## src/rtl/wash_pkg.sv

```systemverilog
// ---------------------------------------------------------------------------
// wash_pkg
// Shared definitions for the wash phase sequencer:
//   - 3-bit phase/state codes (IDLE=0 .. DONE=5) and the matching enum
//   - default duration / remaining-time width TW_DEFAULT
//   - next_phase(): picks the next phase with a nonzero duration, so that
//     zero-length phases are skipped without spending a clock in them
// ---------------------------------------------------------------------------
package wash_pkg;

    localparam int TW_DEFAULT = 8;

    localparam logic [2:0] PH_IDLE      = 3'd0;
    localparam logic [2:0] PH_SPRAY     = 3'd1;
    localparam logic [2:0] PH_DRY       = 3'd2;
    localparam logic [2:0] PH_DISCHARGE = 3'd3;
    localparam logic [2:0] PH_PAUSED    = 3'd4;
    localparam logic [2:0] PH_DONE      = 3'd5;

    typedef enum logic [2:0] {
        ST_IDLE      = PH_IDLE,
        ST_SPRAY     = PH_SPRAY,
        ST_DRY       = PH_DRY,
        ST_DISCHARGE = PH_DISCHARGE,
        ST_PAUSED    = PH_PAUSED,
        ST_DONE      = PH_DONE
    } phase_e;

    // Returns the first phase after 'from' (in SPRAY, DRY, DISCHARGE order)
    // whose duration is nonzero, or DONE when none remains.
    function automatic phase_e next_phase(input phase_e from,
                                          input logic   sprayNz,
                                          input logic   dryNz,
                                          input logic   disNz);
        next_phase = ST_DONE;
        if ((from == ST_IDLE) && sprayNz) begin
            next_phase = ST_SPRAY;
        end else if ((from inside {ST_IDLE, ST_SPRAY}) && dryNz) begin
            next_phase = ST_DRY;
        end else if ((from inside {ST_IDLE, ST_SPRAY, ST_DRY}) && disNz) begin
            next_phase = ST_DISCHARGE;
        end
    endfunction

endpackage

```

## src/rtl/wash_phase_sequencer_if.sv

```systemverilog
// ---------------------------------------------------------------------------
// wash_phase_sequencer_if
// Groups the controller-facing signals of the wash phase sequencer.
//   Controller -> sequencer : ce, start, abort, pause, lid_open,
//                             spray_time, dry_time, dis_time
//   Sequencer -> controller : spray_on, dry_on, dis_on, busy, done, wd_err,
//                             phase, remaining
// Modports: master = controller side, slave = sequencer side.
// ---------------------------------------------------------------------------
interface wash_phase_sequencer_if
    import wash_pkg::*;
#(
    parameter int TW = TW_DEFAULT
);

    logic          ce;
    logic          start;
    logic          abort;
    logic          pause;
    logic          lid_open;
    logic [TW-1:0] spray_time;
    logic [TW-1:0] dry_time;
    logic [TW-1:0] dis_time;

    logic          spray_on;
    logic          dry_on;
    logic          dis_on;
    logic          busy;
    logic          done;
    logic          wd_err;
    logic [2:0]    phase;
    logic [TW-1:0] remaining;

    modport master (
        output ce, start, abort, pause, lid_open,
        output spray_time, dry_time, dis_time,
        input  spray_on, dry_on, dis_on, busy, done, wd_err, phase, remaining
    );

    modport slave (
        input  ce, start, abort, pause, lid_open,
        input  spray_time, dry_time, dis_time,
        output spray_on, dry_on, dis_on, busy, done, wd_err, phase, remaining
    );

endinterface

```

## src/rtl/phase_timer.sv

```systemverilog
// ---------------------------------------------------------------------------
// phase_timer
// TW-bit down-counter holding the ticks left in the current wash phase.
// Ports:
//   clk, reset_n : clock, asynchronous active-low reset
//   load         : load load_val (takes priority over dec)
//   load_val     : value to load
//   dec          : decrement by one (ce gated with "phase active")
//   count        : current counter value
//   expire       : last tick of the phase (count==1 while dec)
// ---------------------------------------------------------------------------
module phase_timer #(
    parameter int TW = 8
) (
    input  logic          clk,
    input  logic          reset_n,
    input  logic          load,
    input  logic [TW-1:0] load_val,
    input  logic          dec,
    output logic [TW-1:0] count,
    output logic          expire
);

    logic [TW-1:0] countQ;

    // A load on the same edge as a decrement wins, so the FSM can chain
    // straight into the next phase on the expiring tick.
    always_ff @(posedge clk or negedge reset_n) begin
        if (!reset_n) begin
            countQ <= '0;
        end else if (load) begin
            countQ <= load_val;
        end else if (dec) begin
            countQ <= countQ - 1'b1;
        end
    end

    assign count  = countQ;
    assign expire = dec && (countQ == TW'(1));

endmodule

```

## src/rtl/wash_phase_sequencer.sv

```systemverilog
// ---------------------------------------------------------------------------
// wash_phase_sequencer
// Runs one wash programme through SPRAY -> DRY -> DISCHARGE, each phase
// lasting its latched duration in ce ticks. Supports pause/lid-open freeze
// (SPRAY and DRY only), abort-with-drain and reports phase/remaining time.
// Ports:
//   clk     : 1 MHz system clock
//   reset_n : asynchronous active-low reset
//   bus     : wash_phase_sequencer_if.slave (control inputs, enables,
//             status, phase code and remaining ticks)
// Configuration macro:
//   WASH_SEQ_WATCHDOG_EN : builds a ce-tick watchdog of WD_TICKS that forces
//                          IDLE and sets the sticky wd_err; otherwise wd_err
//                          is tied low.
// ---------------------------------------------------------------------------
module wash_phase_sequencer
    import wash_pkg::*;
#(
    parameter int TW       = TW_DEFAULT,
    parameter int WD_TICKS = 1023
) (
    input  logic                   clk,
    input  logic                   reset_n,
    wash_phase_sequencer_if.slave  bus
);

    phase_e        stateQ, stateD;
    phase_e        resumeQ, resumeD;
    phase_e        nextPh;
    logic [TW-1:0] sprayDurQ, dryDurQ, disDurQ;
    logic          latchDur;
    logic          sprayOnQ, dryOnQ, disOnQ, busyQ, doneQ;
    logic          holdReq;
    logic          timerLoad, timerDec, timerExpire;
    logic [TW-1:0] timerLoadVal, timerCount;
    logic          wdTrip;
    logic          wdErrQ;

    if (WD_TICKS < 2) begin : gWdTicksCheck
        $error("WD_TICKS must be at least 2");
    end

    function automatic logic [TW-1:0] durFor(input phase_e ph,
                                             input logic [TW-1:0] sp,
                                             input logic [TW-1:0] dr,
                                             input logic [TW-1:0] ds);
        case (ph)
            ST_SPRAY:     durFor = sp;
            ST_DRY:       durFor = dr;
            ST_DISCHARGE: durFor = ds;
            default:      durFor = '0;
        endcase
    endfunction

    assign holdReq = bus.pause || bus.lid_open;

    // Ticks only count in a running phase; abort and pause outrank expiry, so
    // they also block the decrement in SPRAY/DRY. DISCHARGE ignores pause.
    assign timerDec = bus.ce &&
                      (((stateQ inside {ST_SPRAY, ST_DRY}) && !bus.abort && !holdReq) ||
                       (stateQ == ST_DISCHARGE));

    phase_timer #(.TW(TW)) uTimer (
        .clk      (clk),
        .reset_n  (reset_n),
        .load     (timerLoad),
        .load_val (timerLoadVal),
        .dec      (timerDec),
        .count    (timerCount),
        .expire   (timerExpire)
    );

`ifdef WASH_SEQ_WATCHDOG_EN
    localparam int WD_W = $clog2(WD_TICKS + 1);

    logic [WD_W-1:0] wdCountQ;
    logic            wdCounting;

    // Counter freezes in PAUSED and clears whenever the sequencer is idle.
    assign wdCounting = stateQ inside {ST_SPRAY, ST_DRY, ST_DISCHARGE, ST_DONE};
    assign wdTrip     = bus.ce && wdCounting && (wdCountQ == WD_W'(WD_TICKS - 1));

    // Watchdog tick counter and sticky error flag (cleared only by reset).
    always_ff @(posedge clk or negedge reset_n) begin
        if (!reset_n) begin
            wdCountQ <= '0;
            wdErrQ   <= 1'b0;
        end else begin
            if (stateQ == ST_IDLE) begin
                wdCountQ <= '0;
            end else if (bus.ce && wdCounting) begin
                wdCountQ <= wdCountQ + 1'b1;
            end
            if (wdTrip) begin
                wdErrQ <= 1'b1;
            end
        end
    end
`else
    assign wdTrip = 1'b0;
    assign wdErrQ = 1'b0;
`endif

    // Next-state decision. Every transition into a timed phase loads the
    // timer on the same edge; DONE and IDLE park the timer at zero.
    always_comb begin
        stateD       = stateQ;
        resumeD      = resumeQ;
        nextPh       = ST_DONE;
        latchDur     = 1'b0;
        timerLoad    = 1'b0;
        timerLoadVal = '0;

        case (stateQ)
            ST_IDLE: begin
                if (bus.start && !wdErrQ) begin
                    latchDur     = 1'b1;
                    nextPh       = next_phase(ST_IDLE, bus.spray_time != '0,
                                              bus.dry_time != '0, bus.dis_time != '0);
                    stateD       = nextPh;
                    timerLoad    = 1'b1;
                    timerLoadVal = durFor(nextPh, bus.spray_time, bus.dry_time, bus.dis_time);
                end
            end
            ST_SPRAY, ST_DRY: begin
                if (bus.abort) begin
                    timerLoad    = 1'b1;
                    timerLoadVal = disDurQ;
                    stateD       = (disDurQ != '0) ? ST_DISCHARGE : ST_DONE;
                end else if (holdReq) begin
                    resumeD = stateQ;
                    stateD  = ST_PAUSED;
                end else if (timerExpire) begin
                    nextPh       = next_phase(stateQ, sprayDurQ != '0,
                                              dryDurQ != '0, disDurQ != '0);
                    stateD       = nextPh;
                    timerLoad    = 1'b1;
                    timerLoadVal = durFor(nextPh, sprayDurQ, dryDurQ, disDurQ);
                end
            end
            ST_PAUSED: begin
                if (bus.abort) begin
                    timerLoad    = 1'b1;
                    timerLoadVal = disDurQ;
                    stateD       = (disDurQ != '0) ? ST_DISCHARGE : ST_DONE;
                end else if (!holdReq) begin
                    stateD = resumeQ;
                end
            end
            ST_DISCHARGE: begin
                if (timerExpire) begin
                    stateD    = ST_DONE;
                    timerLoad = 1'b1;
                end
            end
            ST_DONE: begin
                stateD = ST_IDLE;
            end
            default: begin
                stateD    = ST_IDLE;
                timerLoad = 1'b1;
            end
        endcase

        if (wdTrip) begin
            stateD       = ST_IDLE;
            latchDur     = 1'b0;
            timerLoad    = 1'b1;
            timerLoadVal = '0;
        end
    end

    // State, latched durations and registered outputs. Enables are derived
    // from the next state so they switch on the same edge as the phase.
    always_ff @(posedge clk or negedge reset_n) begin
        if (!reset_n) begin
            stateQ    <= ST_IDLE;
            resumeQ   <= ST_IDLE;
            sprayDurQ <= '0;
            dryDurQ   <= '0;
            disDurQ   <= '0;
            sprayOnQ  <= 1'b0;
            dryOnQ    <= 1'b0;
            disOnQ    <= 1'b0;
            busyQ     <= 1'b0;
            doneQ     <= 1'b0;
        end else begin
            stateQ  <= stateD;
            resumeQ <= resumeD;
            if (latchDur) begin
                sprayDurQ <= bus.spray_time;
                dryDurQ   <= bus.dry_time;
                disDurQ   <= bus.dis_time;
            end
            sprayOnQ <= (stateD == ST_SPRAY);
            dryOnQ   <= (stateD == ST_DRY);
            disOnQ   <= (stateD == ST_DISCHARGE);
            busyQ    <= (stateD != ST_IDLE);
            doneQ    <= (stateD == ST_DONE);
        end
    end

    assign bus.spray_on  = sprayOnQ;
    assign bus.dry_on    = dryOnQ;
    assign bus.dis_on    = disOnQ;
    assign bus.busy      = busyQ;
    assign bus.done      = doneQ;
    assign bus.wd_err    = wdErrQ;
    assign bus.phase     = stateQ;
    assign bus.remaining = timerCount;

endmodule

```

## src/flat_wrapper.sv

```systemverilog
// flat-port wrapper written by rule: the top's interface ports become plain ports
module wash_phase_sequencer_flat import wash_pkg::*;
#(
    parameter int TW       = TW_DEFAULT,
    parameter int WD_TICKS = 1023
)
  (clk, reset_n, bus_ce, bus_start, bus_abort, bus_pause, bus_lid_open, bus_spray_time, bus_dry_time, bus_dis_time, bus_spray_on, bus_dry_on, bus_dis_on, bus_busy, bus_done, bus_wd_err, bus_phase, bus_remaining);
  wash_phase_sequencer_if #(.TW(TW)) bus_i ();
  input  logic clk;
  input  logic reset_n;
  input wire logic [$bits(bus_i.ce)-1:0] bus_ce;
  input wire logic [$bits(bus_i.start)-1:0] bus_start;
  input wire logic [$bits(bus_i.abort)-1:0] bus_abort;
  input wire logic [$bits(bus_i.pause)-1:0] bus_pause;
  input wire logic [$bits(bus_i.lid_open)-1:0] bus_lid_open;
  input wire logic [$bits(bus_i.spray_time)-1:0] bus_spray_time;
  input wire logic [$bits(bus_i.dry_time)-1:0] bus_dry_time;
  input wire logic [$bits(bus_i.dis_time)-1:0] bus_dis_time;
  output wire logic [$bits(bus_i.spray_on)-1:0] bus_spray_on;
  output wire logic [$bits(bus_i.dry_on)-1:0] bus_dry_on;
  output wire logic [$bits(bus_i.dis_on)-1:0] bus_dis_on;
  output wire logic [$bits(bus_i.busy)-1:0] bus_busy;
  output wire logic [$bits(bus_i.done)-1:0] bus_done;
  output wire logic [$bits(bus_i.wd_err)-1:0] bus_wd_err;
  output wire logic [$bits(bus_i.phase)-1:0] bus_phase;
  output wire logic [$bits(bus_i.remaining)-1:0] bus_remaining;
  assign bus_i.ce = bus_ce;
  assign bus_i.start = bus_start;
  assign bus_i.abort = bus_abort;
  assign bus_i.pause = bus_pause;
  assign bus_i.lid_open = bus_lid_open;
  assign bus_i.spray_time = bus_spray_time;
  assign bus_i.dry_time = bus_dry_time;
  assign bus_i.dis_time = bus_dis_time;
  assign bus_spray_on = bus_i.spray_on;
  assign bus_dry_on = bus_i.dry_on;
  assign bus_dis_on = bus_i.dis_on;
  assign bus_busy = bus_i.busy;
  assign bus_done = bus_i.done;
  assign bus_wd_err = bus_i.wd_err;
  assign bus_phase = bus_i.phase;
  assign bus_remaining = bus_i.remaining;
  wash_phase_sequencer #(.TW(TW), .WD_TICKS(WD_TICKS)) u_core (.clk(clk), .reset_n(reset_n), .bus(bus_i));
endmodule
```

## config.mk

```make
export PLATFORM = sky130hd
export DESIGN_NAME = wash_phase_sequencer_flat
export DESIGN_NICKNAME = d
export VERILOG_FILES = /design/src/rtl/wash_pkg.sv /design/src/rtl/wash_phase_sequencer_if.sv /design/src/rtl/phase_timer.sv /design/src/rtl/wash_phase_sequencer.sv /design/src/flat_wrapper.sv
export SDC_FILE = /design/constraint.sdc
export NUM_CORES = 1
export LEC_CHECK = 0
export BUFFER_PORTS_ARGS = -buffer_cell sky130_fd_sc_hd__buf_4
export CAP_MARGIN = 25
export CORE_ASPECT_RATIO = 0.5
export CORE_UTILIZATION = 50
export DETAILED_ROUTE_END_ITERATION = 16
export PLACE_DENSITY = 0.74
export SLEW_MARGIN = 20
export SYNTH_ARGS = -nofsm -noshare
export SYNTH_HDL_FRONTEND = slang
export SYNTH_SLANG_ARGS = --single-unit
```

## constraint.sdc

```tcl
create_clock -name clk -period 2.7 [get_ports clk]
set_clock_uncertainty 0.15 [all_clocks]
set_input_delay 0.81 -clock clk [delete_from_list [all_inputs] [get_ports clk]]
set_output_delay 0.81 -clock clk [all_outputs]
set_load 0.05 [all_outputs]
```

==> results.md <==
* Outcome: finished, violations left
* Violated checks: negative setup slack
* Root Buffer: clkbuf_8
* Vias in the first global route at roughly 2,400
* Most frequent cells in the layout: 105 x buf_4, 41 x dfrtp_1, 28 x mux2_2
* Final setup vio count at 4
* Via count at roughly 2,500
* Worst EP arrival at around 2.8 ns
* Pin count of the biggest net entering global routing at 44
* Worst r2r dst: u_core.uTimer.count[4]$_DFFE_PN0P_
* Fin nets at 378
* Fmax at 0.366 GHz
* Syn Inst Count at 243
* Setup crit end kind: register
* CORE AREA at 4590 µm²
* Peak supply drop at 0.607 mV
* Pleak at 1.56 nW
* First DRT Iteration DRCs at 192
* FFs w/ async S/R, synth at 100%
* Crit Path Class: in2reg
* Syn_nets at between 200 and 300
* Sink Count at 43
* Clock latency on the worst-skew pair at ~0.30 ns
* Antenna diodes at 0
* First-pass GRT wire length at 11.8 mm
* Reg2Reg Launch Point: u_core.uTimer.count[1]$_DFFE_PN0P_
* Global route total overflow at 0
* Seq/Total Area, Yosys at a little over two fifths
* Hold WS at 0.337 ns
* Worst Path Max Fanout at 7
* Crit-path slowest cell: or4_4
* DIE AREA at 5300 µm²
* Clock Path Buffers at 2
* Starting Density at 54.4%
* Die height at approximately 52 µm
* Cell Pwr Density at 1250 nW/µm²
* Post-Syn Area per Cell at 10.3 µm²
* Total power at about 4.4 mW
* Max-Cap Viols at 0
* Synth cell types at 50
* Final WL at 7.33 mm
* Flop-to-flop setup slack at 0.02 ns
* Final WS setup at -0.0325 ns
* R2R depth at 7
* Number of flops mapped to enable cells by yosys at 0
* Crit path largest cell delay at 0.57 ns
* IO Port Bufs at 46
* Slew margin rel. at 62.4%
* Most used cell, CP: or4_4
* Drt pass-1 iters at 5
* Yosys reg bits at 43
* Initial antenna violation count at 0
* Rows at 17
* Via density at 6.07
* Post-route DRC at 0
* Unrepaired setup endpoints after global routing: true
* Die width at 102 µm
* Count of pins over their slew limit at 0
* Detailed placement HPWL at 5.64 mm
* Hold Crit Class: in2async
* H-tree depth at 2
* Synthesis Warnings at 0
* Mapped Area at approximately 2500 µm²
* Req. time, crit path at around 2.8 ns
* Synth-to-Final Area Change at 42.3%
* Global placement routability congestion at 0.895
* CP startpoint kind: input port
* CTS tree: done
* Crit path from: bus_abort
* Final Cycle Share at 101%
* Min Tclk post-route at 2.73 ns
* Slew @ Worst Pin at 0.558 ns
* Crit path cell chain: buf_6 > or4_4 > or4_4 > o31ai_4 > a221o_1 > o22a_1
* Final Hold Fails at 0
* Commonest non-fill, non-tap cell in the layout: buf_4
* Clock Pin Slew Worst Setup and Hold Paths at roughly 0.090 ns
* Wire length per cell at 17.8 µm
* Share of cells above drive strength 1 at 48.3%
* Cts hold-fix bufs at 0
* Tot GR Track Use at 30.4%
* Number of routed nets with antenna violations at 0
* CTS Buf Count at 5
* IO Count at 48
* Main synth FF type: dfrtp_1
* CP top delay family: simple AND/OR/NAND/NOR gates
* CP bufs+invs at 1
-- power breakdown --
group	internal [mW]	switching, mW	total (mW)
registers	0.966	0.300	1.27
clock network	0.370	0.230	0.600
logic	1.17	1.40	2.57
total	2.50	1.93	4.43
-- per-stage QoR --
stage          setup slack (ns)  cell area, µm²  instances  util [%]  setup TNS [ns]
6_report                -0.0325            3550        412      77.3         -0.0702
3_5_place_dp             -0.378            3370        403      73.3           -3.52
2_1_floorplan            -0.117            2530        243         -          -0.471
3_3_place_gp             -0.366            3370        403      73.3           -3.43
5_1_grt                 -0.0861            3550        412      77.3          -0.327
4_1_cts                 0.00608            3510        411      76.4               0
-- cell families after synthesis --
| kind of cell | synth area share, % |
|---|---|
| AO/OA/AOI/OAI | 18.1 |
| XOR/XNOR | 1.75 |
| adder cells (fa/ha/maj) | 1.80 |
| buffers and inverters | 3.41 |
| flip-flops | 43.1 |
| multiplexers | 12.6 |
| other | 0.150 |
| AND/OR/NAND/NOR | 19.1 |
-- final cells by class --
| cell class | count | area, µm² |
|---|---|---|
| sequential | 43 | 1080 |
| inverter | 9 | 33.8 |
| timing repair buffer | 107 | 811 |
| clock inverter | 2 | 60.1 |
| tap | 66 | 82.6 |
| multi-input combinational | 179 | 1420 |
| fill | 322 | 1040 |
| clock buffer | 6 | 72.6 |
-- per-layer routing --
| metal | part of all wire (%) | global-route usage (%) | routed length (µm) |
|---|---|---|---|
| met1 | 46 | 43.0 | 3360 |
| met2 | 44 | 46.2 | 3240 |
| met3 | 8.6 | 7.12 | 632 |
| met4 | 1.2 | 9.76 | 90 |
| met5 | 0 | 0 | 0 |
-- sequential cells by signal (all words and copies together), names as in the netlist --
signal and count:
u_core.sprayDurQ 8, u_core.disDurQ 8, u_core.bus.dry_on 1, u_core.bus.busy 1, u_core.dryDurQ 8, u_core.bus.done 1, u_core.bus.dis_on 1, u_core.bus.spray_on 1
u_core.uTimer.count 8, u_core.resumeQ 3, u_core.bus.phase 3
-- worst max-delay path by stage --
stage,end,slack (ns),cells after the start
4_1_cts,u_core.uTimer.count[7]$_DFFE_PN0P_,0.006,7
3_3_place_gp,u_core.bus.busy$_DFF_PN0_,-0.37,8
2_1_floorplan,u_core.bus.busy$_DFF_PN0_,-0.12,6
3_5_place_dp,u_core.bus.busy$_DFF_PN0_,-0.38,8
5_1_grt,u_core.uTimer.count[3]$_DFFE_PN0P_,-0.09,7
6_report,u_core.uTimer.count[4]$_DFFE_PN0P_,-0.03,6
-- cells in the mapped netlist, types with 5 or more instances --
cell type,instances,area share [%]
dfrtp_1,43,43
inv_1,9,1.4
nor3_1,8,1.6
a221o_1,7,2.8
nor2_1,20,3.0
a221oi_1,7,2.5
nor4_1,6,1.5
clkbuf_1,9,1.4
o21ai_0,9,1.8
nand2_1,12,1.8
a21oi_1,7,1.4
o22a_1,5,1.8
or4_1,15,4.5
mux2_2,28,13
-- what timing repair did --
| action | in CTS | in global routing |
|---|---|---|
| resized for setup | 2 | 10 |
| endpoints found under the setup margin | 3 | 10 |
| pin swaps | 1 | 15 |
| buffers inserted | 0 | 1 |
| cloned | 0 | 0 |
(Power assumes the default switching activity.)
